$ cat src/rtl/tdm_demux4.sv
// Receive side of the 4:1 TDM select link: frames a serial stream on fsync and
// hands the four channel words out together once per complete frame.
module tdm_demux4 #(
  parameter int WIDTH = 1
) (
  input  logic             clk,
  input  logic             rst,
  input  logic             en,
  input  logic             fsync,
  input  logic             din,
  output logic [WIDTH-1:0] d0,
  output logic [WIDTH-1:0] d1,
  output logic [WIDTH-1:0] d2,
  output logic [WIDTH-1:0] d3,
  output logic             valid,
  output logic             locked,
  output logic [1:0]       slot,
  output logic             err
);

  // The frame position is kept as (slot, bit-in-slot) so that slot needs no divider.
  localparam int BW = (WIDTH > 1) ? $clog2(WIDTH) : 1;
  localparam logic [BW-1:0] BIT_LAST = BW'(WIDTH - 1);
  localparam logic [1:0]    SLOT_ONE = (WIDTH == 1) ? 2'd1 : 2'd0;
  localparam logic [BW-1:0] BIT_ONE  = (WIDTH == 1) ? '0 : BW'(1);

  typedef enum logic {HUNT, LOCK} state_t;

  state_t                 state_q, state_d;
  logic [1:0]             slot_q, slot_d, slot_inc;
  logic [BW-1:0]          bit_q, bit_d, bit_inc;
  logic [3:0][WIDTH-1:0]  sh_q, sh_d;
  logic [3:0][WIDTH-1:0]  dout_q, dout_d;
  logic                   valid_q, valid_d;
  logic                   err_q, err_d;
  logic                   at_first, at_last;

  function automatic logic [WIDTH-1:0] shift_in(input logic [WIDTH-1:0] w, input logic b);
    logic [WIDTH:0] t;
    t = {w, b};
    return t[WIDTH-1:0];
  endfunction

  always_comb begin
    at_first = (slot_q == 2'd0) && (bit_q == '0);
    at_last  = (slot_q == 2'd3) && (bit_q == BIT_LAST);
    if (bit_q == BIT_LAST) begin
      bit_inc  = '0;
      slot_inc = slot_q + 2'd1;
    end else begin
      bit_inc  = bit_q + BW'(1);
      slot_inc = slot_q;
    end
  end

  always_comb begin
    state_d = state_q;
    slot_d  = slot_q;
    bit_d   = bit_q;
    sh_d    = sh_q;
    dout_d  = dout_q;
    valid_d = 1'b0;
    err_d   = 1'b0;
    if (en) begin
      unique case (state_q)
        HUNT: begin
          if (fsync) begin
            sh_d[0] = shift_in(sh_q[0], din);
            slot_d  = SLOT_ONE;
            bit_d   = BIT_ONE;
            state_d = LOCK;
          end
        end
        LOCK: begin
          if (fsync) begin
            // A misplaced fsync abandons the partial frame and restarts at bit 0.
            err_d   = !at_first;
            sh_d[0] = shift_in(sh_q[0], din);
            slot_d  = SLOT_ONE;
            bit_d   = BIT_ONE;
          end else if (at_first) begin
            err_d   = 1'b1;
            state_d = HUNT;
          end else begin
            sh_d[slot_q] = shift_in(sh_q[slot_q], din);
            slot_d       = slot_inc;
            bit_d        = bit_inc;
            if (at_last) begin
              dout_d  = sh_d;
              valid_d = 1'b1;
            end
          end
        end
        default: state_d = HUNT;
      endcase
    end
  end

  always_ff @(posedge clk) begin
    if (rst) begin
      state_q <= HUNT;
      slot_q  <= '0;
      bit_q   <= '0;
      sh_q    <= '0;
      dout_q  <= '0;
      valid_q <= 1'b0;
      err_q   <= 1'b0;
    end else begin
      state_q <= state_d;
      slot_q  <= slot_d;
      bit_q   <= bit_d;
      sh_q    <= sh_d;
      dout_q  <= dout_d;
      valid_q <= valid_d;
      err_q   <= err_d;
    end
  end

  assign d0     = dout_q[0];
  assign d1     = dout_q[1];
  assign d2     = dout_q[2];
  assign d3     = dout_q[3];
  assign valid  = valid_q;
  assign err    = err_q;
  assign locked = (state_q == LOCK);
  assign slot   = slot_q;

endmodule

$ cat config.mk
export PLATFORM = sky130hd
export DESIGN_NAME = tdm_demux4
export DESIGN_NICKNAME = d
export VERILOG_FILES = /design/src/rtl/tdm_demux4.sv
export SDC_FILE = /design/constraint.sdc
export NUM_CORES = 1
export LEC_CHECK = 0
export BUFFER_PORTS_ARGS = -buffer_cell sky130_fd_sc_hd__clkbuf_2
export CAP_MARGIN = 40
export CELL_PAD_IN_SITES_DETAIL_PLACEMENT = 0
export CELL_PAD_IN_SITES_GLOBAL_PLACEMENT = 1
export CORE_MARGIN = 1.5
export CORE_UTILIZATION = 24
export CTS_CLUSTER_SIZE = 30
export DETAILED_ROUTE_END_ITERATION = 12
export PLACE_DENSITY_LB_ADDON = 0.08
export RECOVER_POWER = 50
export SLEW_MARGIN = 20
export SYNTH_ARGS = -nofsm -noshare
export SYNTH_HDL_FRONTEND = slang
export SYNTH_SLANG_ARGS = --single-unit
$ cat constraint.sdc
create_clock -name clk -period 1.48 [get_ports clk]
set_input_delay 0.222 -clock clk [delete_from_list [all_inputs] [get_ports clk]]
set_output_delay 0.222 -clock clk [all_outputs]
set_load 0.02 [all_outputs]
# Yosys cells after proc, flatten, opt, wreduce, memory -nomap -nowiden
# Cells that the tools add are included.
[word_totals]
regBits = 14
latch_bits = 0
ramBits = 0
mem_bits_ro = 0
in_bits = 5
out_inout_bits = 9
elab_cells = 61
n_memories = 0
[classes]
addsub = 2
n_mul = 0
div = 0
magnitude_cmp = 2
n_eq_ne = 4
shift = 0
mux = 24
bitwise = 5
reduce_logical = 11
[ops]
columns = ["operator", "n"]
rows = [
  ["$mux W1", 14],
  ["$mux W2", 4],
  ["$reduce_and A4 Y1", 2],
  ["$ne A3 B3 Y1 const B", 2],
  ["$pmux W1 S2", 3],
  ["$not A1 Y1", 5],
  ["$reduce_and A5 Y1", 1],
  ["$reduce_or A5 Y1", 1],
  ["$bwmux W4", 1],
  ["$pmux W2 S2", 1],
  ["$logic_and A1 B1 Y1", 3],
  ["$lt A2 B3 Y1 const B", 1],
  ["$reduce_and A3 Y1", 1],
  ["$reduce_or A3 Y1", 1],
  ["$add A2 B1 Y2 const B", 1],
  ["$demux W1 S2", 1],
  ["$eq A2 B2 Y1 const B", 1],
  ["$ge A2 B1 Y1 const B", 1],
  ["$logic_not A2 Y1", 1],
  ["$ne A2 B2 Y1 const B", 1],
  ["$add A1 B1 Y1 const B", 1],
  ["$logic_not A1 Y1", 1],
]

# Logic depth before layout (Yosys ltp)
# Gate-level depths: netlist of run 1.
[depth]
depth_word = 8
depth_mapped = 6
mapped_depth_nobuf = 5

# Least setup slack after synthesis of run 1
# OpenSTA, ideal clock, no wires.
[synth_path]
path_kind = "flip-flop to flip-flop"
startpoint = "register slot_q[0] (netlist: slot[0])"
endpoint = "register dout_q, in the netlist d1"
setup_time_ns = 0.070
arrival_time_ns = 1.462
required_time_ns = 1.410
slack_ns = -0.052
stages_incl_launch_ff = 6
path_buffers = 1
synth_period_minus_slack_ns = 1.532
path_cell_list = "dfxtp_1 > inv_1 > ha_1 > clkbuf_1 > or3_1 > a21oi_1"
[synth_between]
elab_chain_cells = 5
word_cells_on_any_way = 12
cone_classes = "order compare (2); eq/ne (1); mux (3); bitwise (1); reduce/logical (5)"
[synth_lines]
columns = ["element", "line", "source"]
rows = [
  ["from (decl)", "30", "logic [1:0] slot_q, slot_d, slot_inc;"],
  ["from (signal assigned)", "110", "slot_q <= slot_d;"],
  ["$lt A2 B3 Y1 (not written as such) / $ge A2 B1 Y1 (equally long branches)", "85", "sh_d[slot_q] = shift_in(sh_q[slot_q], din);"],
  ["$logic_and A1 B1 Y1 (not written as such)", "85", ""],
  ["$mux W1 (not written as such)", "85", ""],
  ["$demux W1 S2", "85", ""],
  ["$bwmux W4", "85", ""],
  ["to (signal assigned)", "113", "dout_q <= dout_d;"],
  ["to (decl)", "33", "logic [3:0][WIDTH-1:0] dout_q, dout_d;"],
]
# Parallel ways exist; a longest one is shown, timed or not.
# A chain may end at the register's enable or synchronous reset.

# Worst setup path after layout of run 1
[layout_path]
startpoint = "register slot_q[0] (netlist: slot[0])"
endpoint = "register sh_q[1] in the netlist's numbering"
[layout_between]
elab_chain_cells = 5
word_cells_on_any_way = 10
cone_classes = "order compare (2); mux (3); bitwise (1); reduce/logical (4)"
[layout_lines]
columns = ["element", "line", "source"]
rows = [
  ["$lt A2 B3 Y1 (not written as such) / $ge A2 B1 Y1 (equally long branches)", "85", ""],
  ["$logic_and A1 B1 Y1 (not written as such)", "85", ""],
  ["$mux W1 (not written as such)", "85", ""],
  ["$demux W1 S2", "85", ""],
  ["$bwmux W4", "85", ""],
  ["to (signal assigned)", "104", "sh_q <= '0;"],
  ["to (signal assigned)", "112", "sh_q <= sh_d;"],
  ["to (decl)", "32", "logic [3:0][WIDTH-1:0] sh_q, sh_d;"],
]
# Parallel ways exist; a longest one is shown, timed or not.

==> flow_summary.ini, run 1 <==
[outcome]
status = finished clean

[yosys]
yosys-mux-area-fraction = 0.0802
synth_top_family_by_area = simple AND/OR/NAND/NOR gates
synth_compound_area_frac = 0.114
synth-simple-area-share = 0.275
seq_area_frac_synth = 0.385
yosysTopAreaCellShare = 0.385
syn-cell-area_um2 = 624
yosysWarnings = 0
synthAdderAreaFrac = 0.100
synth_top_cell_by_area = dfxtp_1
synthTopCellsByArea = dfxtp_1 38%, ha_1 10%, mux2i_1 8.0%
avgSynthCellArea_um2 = 9.32
synthXorXnorAreaFrac = 0.0140
ys_types = 21
postSynthCellCount = 67
synthesis.nets = 77
synth_seq_cells = 12

[sta]
drv_slew = 0
worstMarginPinSlew_ns = 0.287
tns_ns = 0
fin_worst_skew_ns = 0.00755
fmax_ghz = 0.739
timing_hold_violations_final = 0
slew-limit-headroom = 0.808
finalCritPeriodShare = 0.915
rsz0062_at_grt = false
timing.final.crit_period_ns = 1.35
setup_violations = 0

[detailed_routing]
num_vias = 509
viasPerCell = 4.54
route.detailed.drc = 0
drtIter0Drc = 4
dr.pass1.iters = 3
maxUsedRoutingLayer = met4
ant_nets = 0
routed-wl-met3_um = 75
wl_um = 1390
dr_wl_met2_um = 634
routedWlPerCell_um = 12.4
wl_met1_um = 663

[power]
clockPowerShare = 0.400
vdd_drop_max_mv = 0.534
switching_power_mw = 0.171
intPower_mw = 0.508
p_sw_frac = 0.252
p_comb_frac = 0.105
finalPower_mw = 0.679
power_frac_seq = 0.495
powerDensity_nw_per_um2 = 898
power.leakage_nw = 0.307

[critical_path]
path_class = reg -> reg
slowest_delay_ns = 0.35
reg2regPathDepth = 5
r2r-start = slot[0]
crit_arrival_ns = 1.57
crit_required_ns = 1.70
path_max_fanout = 10
regToRegSetupSlack_ns = 0.13
end_kind = register
path_buf_inv = 1
slowest_stage = dfxtp_2
rr_endpoint = sh_q[1]
critPathTopFamily = flip-flops
start_kind = register
crit_chain = inv_1 > ha_2 > and4bb_1 > nand2_1 > mux2i_1

[final_layout]
drive_gt1_frac = 0.183
final_util = 0.305
insertedDiodeCount = 0
n_fill_cell = 271
syn_to_final_growth_pct = 21.0
fin_area_um2 = 756
nets = 93

[run]
maxCapViolCount = 0

[place]
placed_cell_area_um2 = 724
gp_congestion = 0.772
dp_hpwl_um = 978
portBuffers = 13

[die]
start_util = 0.252
std_cell_rows = 18
die-area_um2 = 2920
die-height_um = 54.0
dieWidth_um = 54.0
coreArea_um2 = 2480
io_pins = 14

[global_route]
grt_overflow = 0
antenna_found_initial = 0
grt_use_total = 0.116
grt_pass1_wl_um = 2350
grt_pass1_vias = 496
grt_max_degree = 11

[min_path]
min_path_cells = 2
worstHoldStart = rst
whs_endpoint = d2
min_path_type = in -> reg

[cts]
h-tree-depth = 1
worstSkewPairLatency_ns = 0.28
cts_tree = built
cts_buffers = 3
clockRootBuffer = clkbuf_4
ctsHoldBuffers = 0
clkTransAtPathRegs_ns = 0.09
clockBufferDepth = 2
numClockSinks = 12
-- Yosys cell counts, drive strengths merged --
master and number:
dfxtp 12, nand2 8, o21ai 6, ha 5, mux2i 5, nand2b 5
a21oi 4, or3 4, nor2b 3, and4bb 2, clkbuf 2, inv 2
nor3 2, a21o 1, a31oi 1, buf 1, nand4b 1, o31ai 1
or2b 1, xnor2 1
-- flip-flops by register name, indices dropped and copies added (netlist names) --
name,cells
slot,2
err,1
locked,1
valid,1
d2,1
sh_q,3
d0,1
d1,1
d3,1
-- what timing repair did --
action,4_1_cts,5_1_grt
endpoints found under the setup margin,0,5
buffers inserted,0,0
gates resized for setup,0,2
-- worst max path at each step --
stage / startpoint / endpoint / cells after the start
floorplan: slot[0] / d1 / 5
global placement: slot[0] / sh_q[1] / 5
detailed placement: slot[0] / sh_q[1] / 5
CTS: slot[0] / sh_q[1] / 5
global route: slot[0] / sh_q[0] / 5
finish: slot[0] / sh_q[1] / 5
-- through the flow --
| step | setup slack (ns) | instances | hold WS (ns) |
|---|---|---|---|
| 3_5_place_dp | 0.0359 | 108 | 0.467 |
| 6_report | 0.126 | 112 | 0.194 |
| 4_1_cts | 0.0239 | 112 | 0.197 |
| 5_1_grt | 0.0175 | 112 | 0.207 |
| 3_3_place_gp | 0.0256 | 108 | 0.461 |
| 2_1_floorplan | 0.0691 | 67 | 0.388 |
-- cells in the final DEF, fill, tap and decap left out, drive strengths merged --
cell / count
a21o: 1
a21oi: 4
a31oi: 1
and4bb: 2
buf: 1
clkbuf: 17
dfxtp: 12
ha: 5
inv: 2
mux2i: 5
nand2: 8
nand2b: 5
nand4b: 1
nor2b: 3
nor3: 2
o21ai: 6
o31ai: 1
or2b: 1
or3: 4
xnor2: 1
-- cells by family (layout without fill, tap and decap cells) --
logic type / after synthesis / after routing
fa+ha+maj: 5 / 5
buf+inv: 5 / 20
compound gates: 13 / 13
mux: 5 / 5
simple gates: 26 / 26
xor+xnor: 1 / 1
flops: 12 / 12
-- worst reg2reg max path, cell delays in order (launching register included) --
cell and delay [ns]:
dfxtp_2 0.35, inv_1 0.14, ha_2 0.30, and4bb_1 0.25, nand2_1 0.08, mux2i_1 0.17
-- layout make-up --
class,instances,area (um2),area share
Clock buffer,4,36.3,0.0480
Multi-Input combinational cell,50,369,0.488
Timing Repair Buffer,14,62.6,0.0828
Sequential cell,12,243,0.321
Tap cell,30,37.5,0.0497
Inverter,2,7.51,0.00993
-- metal layers --
layer  GRT usage  vias up
li1            -      262
met1       0.137      232
met2       0.195       13
met3      0.0500        2
met4      0.0250        0
met5           0        -
-- power by group through the flow --
stage / Combinational, mW / Sequential (mW) / Clock, mW
2_1_floorplan: 0.0416 / 0.348 / 0
3_3_place_gp: 0.0729 / 0.344 / 0
3_5_place_dp: 0.0707 / 0.344 / 0
4_1_cts: 0.0714 / 0.337 / 0.286
5_1_grt: 0.0797 / 0.337 / 0.296
6_report: 0.0710 / 0.336 / 0.272
Power figures use the tool's default switching activity.
==> inputs of run 2 (changes only) <==
- REMOVE_ABC_BUFFERS: unset -> 1
- SKIP_CTS_REPAIR_TIMING: unset -> 1
==> run 2 against run 1 <==
  * Core utilization is 1.4 points higher
  * Critical endpoint is now d3
  * Final cell count grew 4.5%
  * Register-to-register slack lost 0.02 ns
  * Global-route usage is 1.0 points lower
==> flow_summary.ini, run 2 (same netlist as run 1, synthesis figures left out) <==
[cts]
numClockSinks = 12
clkTransAtPathRegs_ns = 0.08
cts_tree = built
cts_buffers = 3
worstSkewPairLatency_ns = 0.28
clockBufferDepth = 2
clockRootBuffer = clkbuf_4
h-tree-depth = 1

[power]
p_sw_frac = 0.247
finalPower_mw = 0.681
vdd_drop_max_mv = 0.469
powerDensity_nw_per_um2 = 863
switching_power_mw = 0.168
power_frac_seq = 0.493
p_comb_frac = 0.112
clockPowerShare = 0.395
intPower_mw = 0.513
power.leakage_nw = 0.331

[die]
dieWidth_um = 54.0
io_pins = 14
std_cell_rows = 18
coreArea_um2 = 2480
start_util = 0.252
die-area_um2 = 2920
die-height_um = 54.0

[sta]
setup_ws_ns = 0.106
rsz0062_at_grt = false
timing_hold_violations_final = 0
finalCritPeriodShare = 0.928
timing.final.crit_period_ns = 1.37
fmax_ghz = 0.728
setup_violations = 0
drv_slew = 0
worstMarginPinSlew_ns = 0.299
slew-limit-headroom = 0.801
timing.hold.ws_ns = 0.210
fin_worst_skew_ns = 0.00446

[detailed_routing]
ant_nets = 0
routedWlPerCell_um = 11.6
wl_um = 1360
dr.pass1.iters = 2
route.detailed.drc = 0
viasPerCell = 4.44
drtIter0Drc = 3
num_vias = 519

[critical_path]
r2r-start = slot[1]
crit_chain = inv_1 > ha_1 > buf_4 > or3_1 > nand2_1
reg2regPathDepth = 5
regToRegSetupSlack_ns = 0.11
path_class = reg -> reg
path_max_fanout = 6
end_kind = register
rr_endpoint = d3
crit_required_ns = 1.70
critPathTopFamily = simple AND/OR/NAND/NOR gates
start_kind = register
slowest_stage = dfxtp_1
crit_arrival_ns = 1.60
path_buf_inv = 2
slowest_delay_ns = 0.38

[place]
pre_cts_ws_ns = 0.0338
portBuffers = 13
placed_cell_area_um2 = 759
dp_hpwl_um = 1030
gp_congestion = 0.748

[min_path]
min_path_cells = 2
worstHoldStart = rst
whs_endpoint = d2
min_path_type = in -> reg

[global_route]
grt_pass1_vias = 484
antenna_found_initial = 0
grt_max_degree = 9
grt_overflow = 0
grt_use_total = 0.106
grt_pass1_wl_um = 2110

[run]
maxCapViolCount = 0

[final_layout]
syn_to_final_growth_pct = 26.5
final_common_cell = dfxtp_1
insertedDiodeCount = 0
final_cell_mix = 11 x dfxtp_1, 8 x nand2_1, 8 x clkbuf_1
top_register = sh_q
fin_area_um2 = 790
drive_gt1_frac = 0.207
nets = 98
largest_reg_flops = 3

[outcome]
status = finished clean
run 2: routing by layer:
layer | routed length [um] | up-vias | GRT usage
met5 | 0 | - | 0
met4 | 12 | 0 | 0.0375
met3 | 78 | 2 | 0.0583
met2 | 632 | 13 | 0.175
met1 | 632 | 231 | 0.114
li1 | - | 273 | -
run 2: worst register-to-register path, cell delays in order (launching register included):
cell and delay [ns]:
dfxtp_1 0.38, inv_1 0.10, ha_1 0.25, buf_4 0.16, or3_1 0.36, nand2_1 0.07
run 2: power by group through the flow:
stage / Clock (mW) / Combinational (mW) / Sequential, mW
after global routing: 0.296 / 0.0837 / 0.337
final: 0.269 / 0.0762 / 0.336
after global placement: 0 / 0.0787 / 0.343
after detailed placement: 0 / 0.0770 / 0.343
after floorplan: 0 / 0.0349 / 0.347
after CTS: 0.286 / 0.0776 / 0.336
run 2: layout make-up:
| type | instances | area (um2) |
|---|---|---|
| multi-input cells | 50 | 367 |
| fillers | 289 | 1690 |
| clock buffers | 4 | 36.3 |
| repair buffers | 19 | 100 |
| inverters | 2 | 7.51 |
| flip-flops and latches | 12 | 241 |
| well taps | 30 | 37.5 |
run 2: worst max path at each step:
stage               startpoint  endpoint  slack, ns  cells past startpoint
global placement       slot[0]   sh_q[0]       0.06                      5
global route           slot[0]        d3      0.005                      5
floorplan              slot[0]   sh_q[2]      0.002                      5
finish                 slot[1]        d3       0.11                      5
CTS                    slot[0]   sh_q[0]    -0.0006                      5
detailed placement     slot[0]   sh_q[0]       0.03                      5
run 2: per-stage QoR:
| stage | util | instances | setup TNS, ns |
|---|---|---|---|
| 2_1_floorplan | - | 64 | 0 |
| 3_3_place_gp | 0.307 | 113 | 0 |
| 3_5_place_dp | 0.307 | 113 | 0 |
| 4_1_cts | 0.321 | 117 | -0.000627 |
| 5_1_grt | 0.319 | 117 | 0 |
| 6_report | 0.319 | 117 | 0 |
